File: config.mk
export PLATFORM = sky130hd
export DESIGN_NAME = instr_issue
export DESIGN_NICKNAME = d
export VERILOG_FILES = /design/src/rtl/instr_issue_pkg.sv /design/src/rtl/instr_issue.sv
export SDC_FILE = /design/constraint.sdc
export NUM_CORES = 1
export LEC_CHECK = 0
export ABC_AREA = 1
export CORE_MARGIN = 2
export CORE_UTILIZATION = 35
export DETAILED_ROUTE_END_ITERATION = 7
export HOLD_SLACK_MARGIN = 0.1
export PLACE_DENSITY = 0.59
export SKIP_LAST_GASP = 1
export SLEW_MARGIN = 0
export SYNTH_ARGS = -nofsm -noshare
export SYNTH_HDL_FRONTEND = slang
export SYNTH_SLANG_ARGS = --single-unit
File: constraint.sdc
create_clock -name clk -period 3.3 [get_ports clk]
set_input_delay 0.33 -clock clk [delete_from_list [all_inputs] [get_ports clk]]
set_output_delay 0.33 -clock clk [all_outputs]
set_load 0.05 [all_outputs]
File: src/rtl/instr_issue_pkg.sv
// Shared definitions for the instruction issue stage: opcode constants,
// FSM state encoding and the opcode-class helper used by issue and decode.
package instr_issue_pkg;

    localparam int unsigned XLEN  = 32;
    localparam int unsigned OP_W  = 5;
    localparam int unsigned IMM_W = 27;

    localparam logic [OP_W-1:0] OP_ADD  = 5'd0;
    localparam logic [OP_W-1:0] OP_SUB  = 5'd1;
    localparam logic [OP_W-1:0] OP_MUL  = 5'd2;
    localparam logic [OP_W-1:0] OP_AND  = 5'd3;
    localparam logic [OP_W-1:0] OP_OR   = 5'd4;
    localparam logic [OP_W-1:0] OP_LBD  = 5'd10;
    localparam logic [OP_W-1:0] OP_LDW  = 5'd11;
    localparam logic [OP_W-1:0] OP_STB  = 5'd12;
    localparam logic [OP_W-1:0] OP_STW  = 5'd13;
    localparam logic [OP_W-1:0] OP_MOV  = 5'd14;
    localparam logic [OP_W-1:0] OP_BEQ  = 5'd30;
    localparam logic [OP_W-1:0] OP_JUMP = 5'd31;

    typedef enum logic [1:0] {
        FETCH    = 2'd0,
        ISSUE    = 2'd1,
        WAIT_MEM = 2'd2,
        HALT     = 2'd3
    } state_t;

    typedef enum logic [2:0] {
        CLS_R       = 3'd0,
        CLS_MEM     = 3'd1,
        CLS_BEQ     = 3'd2,
        CLS_JUMP    = 3'd3,
        CLS_ILLEGAL = 3'd4
    } op_class_t;

    // Map an opcode onto its execution class
    function automatic op_class_t op_class(input logic [OP_W-1:0] opc);
        op_class_t cls;
        cls = CLS_ILLEGAL;
        case (opc)
            OP_ADD, OP_SUB, OP_MUL, OP_AND, OP_OR, OP_MOV: cls = CLS_R;
            OP_LBD, OP_LDW, OP_STB, OP_STW:                cls = CLS_MEM;
            OP_BEQ:                                        cls = CLS_BEQ;
            OP_JUMP:                                       cls = CLS_JUMP;
            default:                                       cls = CLS_ILLEGAL;
        endcase
        return cls;
    endfunction

endpackage

File: src/rtl/instr_issue.sv
// Instruction fetch/issue sequencer: fetches one word, issues its opcode to
// the control decoder, waits on memory ops and updates the pc.
// Build option: ISSUE_ILLEGAL_TRAP_EN -- an illegal opcode halts the stage
// until reset instead of being retired as a NOP.
module instr_issue
    import instr_issue_pkg::*;
#(
    parameter logic [31:0] RESET_PC = 32'h0000_0000
) (
    input  logic        clk,
    input  logic        rst_n,
    output logic        imem_req,
    output logic [31:0] imem_addr,
    input  logic        imem_ack,
    input  logic [31:0] imem_rdata,
    output logic [4:0]  op,
    output logic        op_valid,
    input  logic        mem_done,
    input  logic        beq_taken,
    output logic [26:0] imm,
    output logic [31:0] pc,
    output logic        illegal
);

    state_t      r_state;
    logic [31:0] r_pc;
    logic [31:0] r_ir;
    logic        r_imem_req;
    logic        r_op_valid;
    logic        r_illegal;

    state_t      w_state_nxt;
    logic [31:0] w_pc_nxt;
    logic [31:0] w_ir_nxt;
    logic        w_req_nxt;
    logic        w_valid_nxt;
    logic        w_illegal_nxt;
    op_class_t   w_issue_cls;
    op_class_t   w_nxt_cls;
    logic [31:0] w_pc_seq;
    logic [31:0] w_beq_off;
    logic [31:0] w_jump_pc;

    assign w_pc_seq  = r_pc + 32'd4;
    assign w_beq_off = {{14{r_ir[15]}}, r_ir[15:0], 2'b00};
    assign w_jump_pc = {r_pc[31:29], r_ir[26:0], 2'b00};

    // State, instruction register, pc and registered handshake outputs
    always_ff @(posedge clk or negedge rst_n) begin
        if (!rst_n) begin
            r_state    <= FETCH;
            r_pc       <= RESET_PC;
            r_ir       <= 32'd0;
            r_imem_req <= 1'b0;
            r_op_valid <= 1'b0;
            r_illegal  <= 1'b0;
        end else begin
            r_state    <= w_state_nxt;
            r_pc       <= w_pc_nxt;
            r_ir       <= w_ir_nxt;
            r_imem_req <= w_req_nxt;
            r_op_valid <= w_valid_nxt;
            r_illegal  <= w_illegal_nxt;
        end
    end

    // Next-state, pc update and next-cycle output decode
    always_comb begin
        w_state_nxt   = r_state;
        w_pc_nxt      = r_pc;
        w_ir_nxt      = r_ir;
        w_req_nxt     = 1'b0;
        w_valid_nxt   = 1'b0;
        w_illegal_nxt = 1'b0;
        w_issue_cls   = op_class(r_ir[31:27]);

        case (r_state)
            FETCH: begin
                // an ack only counts once our own request is visible
                if (r_imem_req && imem_ack) begin
                    w_ir_nxt    = imem_rdata;
                    w_state_nxt = ISSUE;
                end
            end
            ISSUE: begin
                w_state_nxt = FETCH;
                case (w_issue_cls)
                    CLS_R:    w_pc_nxt = w_pc_seq;
                    CLS_MEM: begin
                        if (mem_done) begin
                            w_pc_nxt = w_pc_seq;
                        end else begin
                            w_state_nxt = WAIT_MEM;
                        end
                    end
                    CLS_BEQ:  w_pc_nxt = beq_taken ? (w_pc_seq + w_beq_off) : w_pc_seq;
                    CLS_JUMP: w_pc_nxt = w_jump_pc;
                    default: begin
`ifdef ISSUE_ILLEGAL_TRAP_EN
                        w_state_nxt = HALT;
`else
                        w_pc_nxt    = w_pc_seq;
`endif
                    end
                endcase
            end
            WAIT_MEM: begin
                if (mem_done) begin
                    w_pc_nxt    = w_pc_seq;
                    w_state_nxt = FETCH;
                end
            end
            HALT: w_state_nxt = HALT;
            default: w_state_nxt = FETCH;
        endcase

        w_nxt_cls     = op_class(w_ir_nxt[31:27]);
        w_req_nxt     = (w_state_nxt == FETCH);
        w_valid_nxt   = (w_state_nxt == WAIT_MEM) ||
                        ((w_state_nxt == ISSUE) && (w_nxt_cls != CLS_ILLEGAL));
        w_illegal_nxt = (w_state_nxt == ISSUE) && (w_nxt_cls == CLS_ILLEGAL);
    end

    assign imem_req  = r_imem_req;
    assign imem_addr = r_pc;
    assign pc        = r_pc;
    assign op        = r_ir[31:27];
    assign imm       = r_ir[26:0];
    assign op_valid  = r_op_valid;
    assign illegal   = r_illegal;

endmodule

==> metrics.txt <==
status finished, final reports clean; initial core utilization 35.29%; synth warn 0; initial antenna violation count 0; layout cell share with drive strength beyond 1 between 10% and 20%; Die Ht about 150 µm; Crit path arrival time around 3.4 ns; RSZ-0062 raised after global routing yes; CTS buffer count 9; placed inst area 9226 µm²; crit-path max FO 4; Hold Path Class in -> async; Post-DRT Antenna Nets 0; CTS tree done; Synth cell types 47; relative slew slack 36.28%; Final Critical Period 3.109 ns; vias in the first global route between 7000 and 8000; clock latency at the later pin of the worst-skew pair 0.36 ns; Slew Viols, Final 0; clock net sink count 67; worst setup path class reg -> reg; wire length per cell 16.74 µm; Setup Skew around 0.014 ns; vias per cell between 5 and 6; Hold Vio Cnt, Final 0; area added between synthesis and finish 33.87%; initial drt markers 641; asr flop ratio synth 100.0%; crit start category flip-flop; max-cap viol count 0; cell row count between 50 and 60; CP Capture Type flip-flop; hold_ws about 0.12 ns; GRT Resource Usage Total 25.43%; H-tree depth 3; largest net degree at the start of global routing slightly below 70; VDD IR max ~230 µV; nets 1495; required time worst endpoint roughly 3.6 ns; worst slew pin tran approximately 0.96 ns; I/O Pins 136; buffers added on ports roughly 130; synthesized instance count roughly 1200; fin crit share between 90% and 100%; Synth Flop Type dfrtp_1; core area 20820 µm²; P_leak roughly 0.0050 µW; fin util a little under half; Root Driver clkbuf_16; DRC 0; Peak Freq 321.6 MHz; cell area after layout roughly 9800 µm²; R2R depth 21; Setup violations, final 0; via count between 8000 and 9000; Detail Placement HPWL 22.22 mm; Post-synth EDFFs 0; Die Area around 22000 µm²; maximum clock path buffer count 2; post-synthesis sequential area ratio about 23%; cell area after synthesis between 7000 and 8000 µm²; Syn Area/Cell 5.888 µm²; die width around 150 µm; #FFs+latches synth 67; Clk pin slew, worst setup/hold paths 0.07 ns; Power Density 210.5 nW/µm²; final WL 28.38 mm; n_diodes 0; setup TNS 0 ns; final total power ~2100 µW; cts-stage hold buffer count 0; gp weighted congestion between 0.9 and 1; 1st-pass router iterations 5; total gr overflow 0; fill cell count 2264; first-pass GRT wire length ~43 mm
-- stage by stage --
| stage | instances | setup WS, ns |
|---|---|---|
| after global placement | 1671 | 0.02468 |
| after detailed placement | 1671 | -0.02374 |
| after CTS | 1687 | 0.01494 |
| after global routing | 1695 | -0.06445 |
| after floorplan | 1251 | 0.07640 |
| final | 1695 | 0.1910 |
-- registers in the layout (all words and copies together) (netlist names) --
name	cells
r_ir	32
imem_addr	30
r_state	2
illegal	1
imem_req	1
op_valid	1
-- layout make-up --
cell class                      instances  area (µm²)  share of cell area (%)
Tap cell                              275       344.1                   3.498
Clock buffer                           10       229.0                   2.328
Inverter                              181       681.9                   6.932
Sequential cell                        67        1690                   17.18
Timing Repair Buffer                  215        1952                   19.84
Clock inverter                          6       66.31                  0.6741
Multi-Input combinational cell        941        4873                   49.54
-- worst max-delay path: stages, from the launching register on --
cell     delay (ns)
dfrtp_1        0.43
nand2_1        0.11
nor2_1         0.16
nand2_1        0.15
nor2_1         0.13
nand2_1        0.14
xor2_2         0.20
inv_1          0.07
ha_1           0.35
nand2_1        0.16
nor2_2         0.16
nand3_2        0.12
nor2_1         0.10
nand2_1        0.12
nand4_1        0.13
nand3_2        0.12
nand2_1        0.09
nand2_1        0.05
nand2_1        0.06
nand2_1        0.05
nand2_1        0.06
nand2_1        0.04
-- logic make-up (layout without fill, tap and decap cells) --
group	Yosys count	after routing	synth area share, %
and+or+nand+nor	680	680	38.12
buffers and inverters	243	412	14.29
other	1	4	0.05103
adders and majority gates	43	43	7.424
DFF	67	67	22.82
AOI/OAI and AO/OA	197	197	15.17
xor gates and xnor gates	17	17	2.129
-- synth_stat cells, types with 2 or more instances --
master       n  area (µm²)
a21oi_1     74       370.4
a21oi_2      2       17.52
a22oi_1      6       45.04
a31oi_1      3       18.77
and2_1       3       18.77
buf_1        2       7.510
buf_2        4       20.02
buf_4       34       255.2
clkbuf_1    21       78.83
dfrtp_1     67        1677
ha_1        42       525.5
inv_1      176       660.6
inv_2        3       11.26
nand2_1    450        1689
nand2_2      6       37.54
nand3_1     66       330.3
nand3_2      2       20.02
nand3_4      2       35.03
nand3b_1     4       30.03
nand4_1     12       75.07
nor2_1     117       439.2
nor2_2       6       37.54
nor2_4       4       45.04
nor3_1       5       25.02
o2111ai_1    3       26.28
o211ai_1    11       82.58
o21a_1       3       22.52
o21ai_0     74       370.4
o21ai_1      2       10.01
o21bai_1     5       37.54
o221ai_1     3       26.28
o22ai_1      5       31.28
or2_2        3       18.77
xnor2_1      3       26.28
xor2_1      13       113.9
-- layer usage --
| metal | part of all wire (%) | vias up | GRT usage, % |
|---|---|---|---|
| li1 | - | 4260 | - |
| met1 | 44 | 3967 | 34.80 |
| met2 | 46 | 316 | 40.90 |
| met3 | 7.1 | 60 | 3.578 |
| met4 | 3.2 | 0 | 9.286 |
| met5 | 0 | - | 0 |
-- power by group --
| part | switching, µW | internal (µW) |
|---|---|---|
| registers | 4.14 | 824 |
| logic | 138 | 92.8 |
| clock network | 425 | 587 |
-- final timing paths --
kind	startpoint	end	slack, ns
min in group clk	imem_rdata[12]	r_ir[12]$_DFFE_PN0P_	0.51
worst max-delay path	imem_addr[18]$_DFFE_PN0P_	imem_addr[26]$_DFFE_PN0P_	0.19
max in group asynchronous	rst_n	imem_addr[22]$_DFFE_PN0P_	2.49
worst max register to register	imem_addr[18]$_DFFE_PN0P_	imem_addr[26]$_DFFE_PN0P_	0.19
worst min-delay path	rst_n	r_ir[2]$_DFFE_PN0P_	0.12
worst min register to register	r_ir[16]$_DFFE_PN0P_	r_ir[16]$_DFFE_PN0P_	0.52
-- cell usage in the layout, fill, tap and decap left out, types with 8 or more instances in the layout --
master,Yosys,routed
nor2_4,4,10
a21oi_2,2,8
nand4_1,12,12
nand3_1,66,64
xor2_1,13,8
dfrtp_1,67,56
nand2_1,450,445
o211ai_1,11,11
dfrtp_2,0,11
o21ai_0,74,70
clkbuf_16,0,9
nand2_2,6,11
ha_1,42,35
a21oi_1,74,68
clkdlybuf4s50_1,0,130
nor2_2,6,17
nor2_1,117,100
inv_1,176,174
buf_4,34,84
-- timing repair --
action / in CTS / in global routing
setup endpoints to repair: 3 / 19
setup buffers: 0 / 8
resized for setup: 1 / 71
endpoints found under the hold margin: 0 / 0
pin swaps: 0 / 8
Note: power is estimated with default switching activity, not from simulation.
